File: src/rtl/gba_mem_pkg.sv
// gba_mem_pkg: shared types and constants for the GBA memory bus arbiter.
// Contents: arbiter state enum, bus owner enum, mem_size encodings.
package gba_mem_pkg;

    typedef enum logic [1:0] {
        CPU_OWN  = 2'd0,
        DMA_OWN  = 2'd1,
        HANDOVER = 2'd2
    } state_t;

    typedef enum logic [1:0] {
        OWN_CPU  = 2'd0,
        OWN_DMA  = 2'd1,
        OWN_NONE = 2'd2
    } owner_t;

    localparam logic [1:0] MEM_SIZE_BYTE = 2'd0;
    localparam logic [1:0] MEM_SIZE_HALF = 2'd1;
    localparam logic [1:0] MEM_SIZE_WORD = 2'd2;

endpackage

File: src/rtl/mem_bus_arbiter.sv
// mem_bus_arbiter: shares one memory bus between the CPU and a DMA engine.
// Ports:
//   clock, reset            - rising-edge clock, asynchronous active-high reset
//   cpu_*                   - CPU access request, read data and pause
//   dma_req/dma_gnt, dma_*  - DMA burst request/grant, access, read data and pause
//   mem_*                   - shared memory bus (read data one cycle after address,
//                             mem_pause high the cycle after an accepted write)
module mem_bus_arbiter
    import gba_mem_pkg::*;
(
    input  logic        clock,
    input  logic        reset,
    input  logic [31:0] cpu_addr,
    input  logic [31:0] cpu_wdata,
    input  logic [1:0]  cpu_size,
    input  logic        cpu_write,
    output logic [31:0] cpu_rdata,
    output logic        cpu_pause,
    input  logic        dma_req,
    output logic        dma_gnt,
    input  logic [31:0] dma_addr,
    input  logic [31:0] dma_wdata,
    input  logic [1:0]  dma_size,
    input  logic        dma_write,
    output logic [31:0] dma_rdata,
    output logic        dma_pause,
    output logic [31:0] mem_addr,
    output logic [31:0] mem_wdata,
    output logic [1:0]  mem_size,
    output logic        mem_write,
    input  logic [31:0] mem_rdata,
    input  logic        mem_pause
);

    state_t      state_q, state_d;
    owner_t      target_q, target_d;
    owner_t      rd_owner_q, rd_owner_d;
    logic [31:0] wdata_hold_q, wdata_hold_d;
    logic [1:0]  size_q, size_d;
    logic        in_cpu, in_dma, in_ho, use_dma;

    always_comb begin
        in_cpu       = state_q == CPU_OWN;
        in_dma       = state_q == DMA_OWN;
        in_ho        = state_q == HANDOVER;
        // During handover the bus already presents the incoming owner's address.
        use_dma      = in_dma || (in_ho && target_q == OWN_DMA);
        mem_addr     = use_dma ? dma_addr : cpu_addr;
        mem_size     = in_ho ? size_q : (use_dma ? dma_size : cpu_size);
        // A rising dma_req blocks the CPU access in that same cycle; reset gates writes immediately.
        mem_write    = !reset && !mem_pause &&
                       (in_cpu ? (cpu_write && !dma_req) : (in_dma && dma_req && dma_write));
        mem_wdata    = mem_pause ? wdata_hold_q : (use_dma ? dma_wdata : cpu_wdata);
        cpu_pause    = !reset && (!in_cpu || dma_req || mem_pause);
        dma_gnt      = in_dma && dma_req;
        dma_pause    = !dma_gnt || mem_pause;
        cpu_rdata    = rd_owner_q == OWN_CPU ? mem_rdata : 32'd0;
        dma_rdata    = rd_owner_q == OWN_DMA ? mem_rdata : 32'd0;
        wdata_hold_d = mem_write ? mem_wdata : wdata_hold_q;
        size_d       = mem_size;
        rd_owner_d   = (in_cpu || in_dma) && !mem_write && !mem_pause ?
                       (in_dma ? OWN_DMA : OWN_CPU) : OWN_NONE;
        target_d     = in_cpu && dma_req  ? OWN_DMA :
                       in_dma && !dma_req ? OWN_CPU : target_q;
        // Handover exit re-evaluates dma_req, so a withdrawn request returns to the CPU.
        state_d      = in_cpu ? (dma_req ? HANDOVER : CPU_OWN) :
                       in_dma ? (dma_req ? DMA_OWN : HANDOVER) :
                       in_ho  ? (mem_pause ? HANDOVER : (dma_req ? DMA_OWN : CPU_OWN)) :
                       CPU_OWN;
    end

    always_ff @(posedge clock or posedge reset) begin
        if (reset) begin
            state_q      <= CPU_OWN;
            target_q     <= OWN_CPU;
            rd_owner_q   <= OWN_NONE;
            wdata_hold_q <= 32'd0;
            size_q       <= 2'd0;
        end else begin
            state_q      <= state_d;
            target_q     <= target_d;
            rd_owner_q   <= rd_owner_d;
            wdata_hold_q <= wdata_hold_d;
            size_q       <= size_d;
        end
    end

endmodule
File: config.mk
export PLATFORM = sky130hd
export DESIGN_NAME = mem_bus_arbiter
export DESIGN_NICKNAME = d
export VERILOG_FILES = /design/src/rtl/gba_mem_pkg.sv /design/src/rtl/mem_bus_arbiter.sv
export SDC_FILE = /design/constraint.sdc
export NUM_CORES = 1
export LEC_CHECK = 0
export CORE_MARGIN = 10
export CORE_UTILIZATION = 32
export CTS_BUF_LIST = sky130_fd_sc_hd__clkbuf_4 sky130_fd_sc_hd__clkbuf_8
export DETAILED_ROUTE_END_ITERATION = 8
export GPL_TIMING_DRIVEN = 0
export PLACE_DENSITY = 0.81
export SLEW_MARGIN = 30
export SYNTH_ARGS = -nofsm -noshare
export SYNTH_HDL_FRONTEND = slang
export SYNTH_SLANG_ARGS = --single-unit
export TNS_END_PERCENT = 50
File: constraint.sdc
create_clock -name clock -period 3.4 [get_ports clock]
set_clock_uncertainty 0.1 [all_clocks]
set_input_delay 1.02 -clock clock [delete_from_list [all_inputs] [get_ports clock]]
set_output_delay 1.02 -clock clock [all_outputs]
set_load 0.01 [all_outputs]
After elaboration in Yosys (flattened, before gate mapping)
Index checks and enable logic that the tools add are counted.
{"block": "totals", "register_bits": 40, "wordCells": 53, "out_inout_bits": 134, "inputBits": 170}
{"block": "classes", "n_reduce_logical": 25, "muxes": 19, "eq_ne": 4}
{"op": "$mux 32", "count": 5}
{"op": "$mux 2", "count": 11}
{"op": "$logic_and 1x1->1", "count": 11}
{"op": "$eq 2x1->1 const B", "count": 3}
{"op": "$logic_not 1->1", "count": 6}
{"op": "$logic_or 1x1->1", "count": 5}
{"op": "$logic_not 2->1", "count": 2}
{"op": "$mux 1", "count": 3}
{"op": "$eq 2x2->1 const B", "count": 1}
{"op": "$reduce_bool 2->1", "count": 1}

Longest topological paths before layout
{"block": "depth", "depth_word": 9, "ltp_mapped": 6, "mapped_depth_nobuf": 3}

Least setup slack after synthesis
Ideal clock, no wire load.
{"block": "synth_path", "kind": "input-to-output", "from": "input dma_req", "to": "output mem_write", "path_buffers": 2, "path_stages": 4, "required_time_ps": 2280, "setup_slack_ps": -78, "arrival_ps": 2358, "cell_sequence": "buf_2 -> or3b_4 -> a2111oi_4 -> buf_6"}
{"block": "synth_via", "elab_chain_len": 4, "word_cells_on_any_way": 6, "cone_classes": "mux: 1; reduce/logical: 5"}
{"item": "start, declared", "line_no": "mem_bus_arbiter.sv:19", "rtl": "input logic dma_req,"}
{"item": "$logic_and 1x1->1 / $logic_not 1->1 (equally long branches)", "line_no": "mem_bus_arbiter.sv:52", "rtl": "(in_cpu ? (cpu_write && !dma_req) : (in_dma && dma_req && dma_write));"}
{"item": "$logic_and 1x1->1", "line_no": "mem_bus_arbiter.sv:52"}
{"item": "$mux 1 (*)", "line_no": "mem_bus_arbiter.sv:52"}
{"item": "$logic_and 1x1->1 (*)", "line_no": "mem_bus_arbiter.sv:51", "rtl": "mem_write = !reset && !mem_pause &&"}
{"item": "end, declared", "line_no": "mem_bus_arbiter.sv:30", "rtl": "output logic mem_write,"}
Every way passes the cells marked *; elsewhere a longest branch is shown, timed or not.

Worst setup path in the final report
{"block": "layout_path", "from": "input cpu_write", "to": "output mem_write"}
{"block": "layout_via", "elab_chain_len": 3}
{"item": "start, declared", "line_no": "mem_bus_arbiter.sv:16", "rtl": "input logic cpu_write,"}
{"item": "$logic_and 1x1->1", "line_no": "mem_bus_arbiter.sv:52"}
{"item": "$mux 1", "line_no": "mem_bus_arbiter.sv:52"}
{"item": "$logic_and 1x1->1", "line_no": "mem_bus_arbiter.sv:51"}
Every way passes these cells.

==> summary.md <==
| Metric | Value |
|---|---|
| First-pass GRT wire length | `a little under 30 mm` |
| IO Count | `304` |
| Register bit total from synthesis | `39` |
| Layout cells sized above 1 | `around 28%` |
| Critical path class | `input pin to output port` |
| CP max-delay cell | `a2111oi_4` |
| Final hold viol count | `0` |
| Cell area after layout | `approximately 7300 um2` |
| Vias | `~4700` |
| Die area | `about 17000 um2` |
| Reg clk slew, reported paths | `about 80 ps` |
| # hold bufs at CTS | `0` |
| Grt ovf | `0` |
| I/O Buffers | `about 300` |
| Hpwl dp | `~17 mm` |
| Pint | `2.30 mW` |
| Hold WC Path Type | `flip-flop to flip-flop` |
| DR iter-0 viols | `200` |
| Post-Syn Nets | `607` |
| DRC viols | `0` |
| Power per cell area | `~540 nW/um2` |
| CP arrival | `roughly 2300 ps` |
| CTS root buf | `clkbuf_8` |
| Setup crit end kind | `output port` |
| Seq/Total Area, Yosys | `24.9%` |
| Critical path peak fanout | `2` |
| Initial antenna violation count | `3` |
| Final nets | `a little over 900` |
| Yosys warns | `0` |
| Max IR drop VDD | `0.000329 V` |
| Max incr delay on CP | `between 400 and 500 ps` |
| CP Buf/Inv Count | `3` |
| Met2 Usage GRT | `approximately two fifths` |
| Area after DPL | `a little over 7000 um2` |
| Vias in the first global route | `just under 5000` |
| Clock sink count | `39` |
| GR peak layer | `met2` |
| P_sw | `about 1.6 mW` |
| Met1 usage | `between 20% and 30%` |
| Initial Util | `32.7%` |
| Avg Cell Area, Syn | `around 9.0 um2` |
| # setup viols final | `1` |
| Status | `complete, but fails checks` |
| Crit path top cell by count | `buf_6` |
| Switch share | `between 40 and 50%` |
| Synthesized cell area | `3930 um2` |
| Register share of total power | `between 20% and 30%` |
| # rows | `40` |
| GR Util met3 | `under 10%` |
| Wirelength per Cell | `22.2 um` |
| Skew-Pair Late Insertion Delay | `290 ps` |
| Max Slew Vio Count | `0` |
| Actual slew at the worst max-slew pin | `~640 ps` |
| CP delay by family, top | `buffers and inverters` |
| Clock Tree Buf Depth | `2` |
| Commonest cells after routing, fill and taps aside | `clkdlybuf4s50_1 (225), mux2_2 (95), a21oi_1 (66), and2_1 (65)` |
| TritonCTS clock tree | `done` |
| Largest net degree at the start of global routing | `24` |
| Unrepaired setup endpoints after global routing | `true` |
| Layout area overhead | `85.6%` |
| Synth cell types | `26` |
| Final wirelength | `between 20 and 25 mm` |
| TritonCTS Buffers | `5` |
| Via density | `between 5 and 6` |
| Core ar. | `12000 um2` |
| Most common cell after layout, fill and taps aside | `clkdlybuf4s50_1` |
| Routability cong. | `approximately 0.94` |
| Die Wd | `between 100 and 150 um` |
| Crit-path cells | `clkdlybuf4s15_1 -> or3b_4 -> a2111oi_4 -> buf_6 -> buf_6` |
| Max Fclk | `just under 300 MHz` |
| Final worst slack | `-13.8 ps` |
| Final worst path period share | `100%` |
| Tmin final | `around 3400 ps` |
| CP required | `2280 ps` |
| Placed cell count | `886` |
| Global Route Usage Sum | `approximately 22%` |
| Routed Antenna Nets | `0` |
| # fillers | `roughly 1100` |
| TritonRoute pass-1 iters | `5` |
| Max Cap Viol | `0` |
| Leakage power total | `2.98 nW` |
| Clock share of power | `under 10%` |
| Layout Cells excl Fill | `903` |
| Synthesized instance count | `between 400 and 500` |
| Failing checks | `negative setup slack` |
| Die Ht | `131 um` |
| Kind of start point of the critical path | `input pin` |
| Relative slew slack | `57.6%` |
| CTS H-tree lvls | `2` |
| Gate power share | `70.9%` |
==> registers in the layout (all words and copies together), names as in the netlist <==
name / count
rd_owner_q: 2
size_q: 2
state_q: 2
target_q: 1
wdata_hold_q: 32
==> final timing paths <==
kind / startpoint / endpoint / slack [ps] / depth (start not counted)
max reg2reg: state_q[0]$_DFF_PP0_ / wdata_hold_q[1]$_DFFE_PP0P_ / 1080 / 6
min in group asynchronous: reset / wdata_hold_q[30]$_DFFE_PP0P_ / 730 / 2
max in group asynchronous: reset / rd_owner_q[1]$_DFF_PP1_ / 1940 / 3
min reg2reg: wdata_hold_q[2]$_DFFE_PP0P_ / wdata_hold_q[2]$_DFFE_PP0P_ / 390 / 1
min: wdata_hold_q[2]$_DFFE_PP0P_ / wdata_hold_q[2]$_DFFE_PP0P_ / 390 / 1
max: cpu_write / mem_write / -10 / 5
==> area by class of cell <==
class	count	area (um2)	share of cell area, %
repair buffers	310	2960	40.7
clock buffers	6	76.3	1.05
flip-flops and latches	39	980	13.5
inverters	2	7.51	0.103
multi-input cells	351	2790	38.3
well taps	147	184	2.53
plain buffers	43	260	3.57
clock inverters	2	12.5	0.172
diodes	3	7.51	0.103
==> metrics by stage <==
step	util (%)	setup WS (ps)	TNS [ps]	hold WS, ps	total power, mW
final	60.6	-13.8	-13.8	392	3.91
after global routing	60.6	-38.7	-163	424	4.18
after CTS	60.0	-44.3	-44.3	396	3.92
after detailed placement	59.6	-1130	-31990	379	3.67
after global placement	59.4	-1100	-29300	370	3.60
after floorplan	-	-5.60	-5.60	359	2.27
==> cells by family after synthesis <==
family / after synthesis / synth area share (%)
and+or+nand+nor: 145 / 25.2
buffers and inverters: 47 / 5.29
AOI/OAI and AO/OA: 107 / 16.4
DFF: 39 / 24.9
muxes: 98 / 28.1
xor gates and xnor gates: 1 / 0.223
==> cell usage after synthesis <==
cell type / n / area (um2)
a2111oi_4: 1 / 27.5
a211oi_1: 2 / 15.0
a21oi_1: 69 / 345
and2_1: 65 / 407
buf_1: 1 / 3.75
buf_2: 1 / 5.00
buf_6: 4 / 45.0
clkbuf_1: 39 / 146
dfrtp_1: 38 / 951
dfstp_2: 1 / 26.3
inv_1: 2 / 7.51
mux2_1: 1 / 11.3
mux2_2: 95 / 1070
mux2i_1: 2 / 20.0
nand3_1: 1 / 5.00
nand3b_1: 2 / 15.0
nor2_1: 3 / 11.3
nor2b_1: 38 / 238
nor3b_1: 1 / 7.51
nor4_1: 1 / 6.26
o211ai_1: 32 / 240
o21ai_0: 3 / 15.0
or3_1: 1 / 6.26
or3b_2: 32 / 280
or3b_4: 1 / 11.3
xnor2_1: 1 / 8.76
==> timing repair <==
| item | in CTS | in global routing |
|---|---|---|
| pin swaps | 5 | 8 |
| resized for setup | 195 | 26 |
| gates cloned | 2 | 0 |
| hold endpoints to repair | 0 | 0 |
| setup endpoints to repair | 69 | 29 |
| buffers inserted | 5 | 1 |
==> per-layer routing <==
layer / up-vias / part of all wire, % / routed length [um]
li1: 2195 / - / -
met1: 2208 / 37 / 7350
met2: 233 / 52 / 10400
met3: 24 / 9.1 / 1830
met4: 0 / 2.2 / 436
met5: - / 0 / 0
==> power groups by stage <==
stage	Clock, mW	Sequential (mW)	Combinational, mW
floorplan	0	0.764	1.50
global placement	0	0.783	2.82
detailed placement	0	0.802	2.87
CTS	0.325	0.818	2.78
global route	0.348	0.848	2.98
finish	0.319	0.821	2.77
No activity file was read; power rests on OpenSTA's default activity.
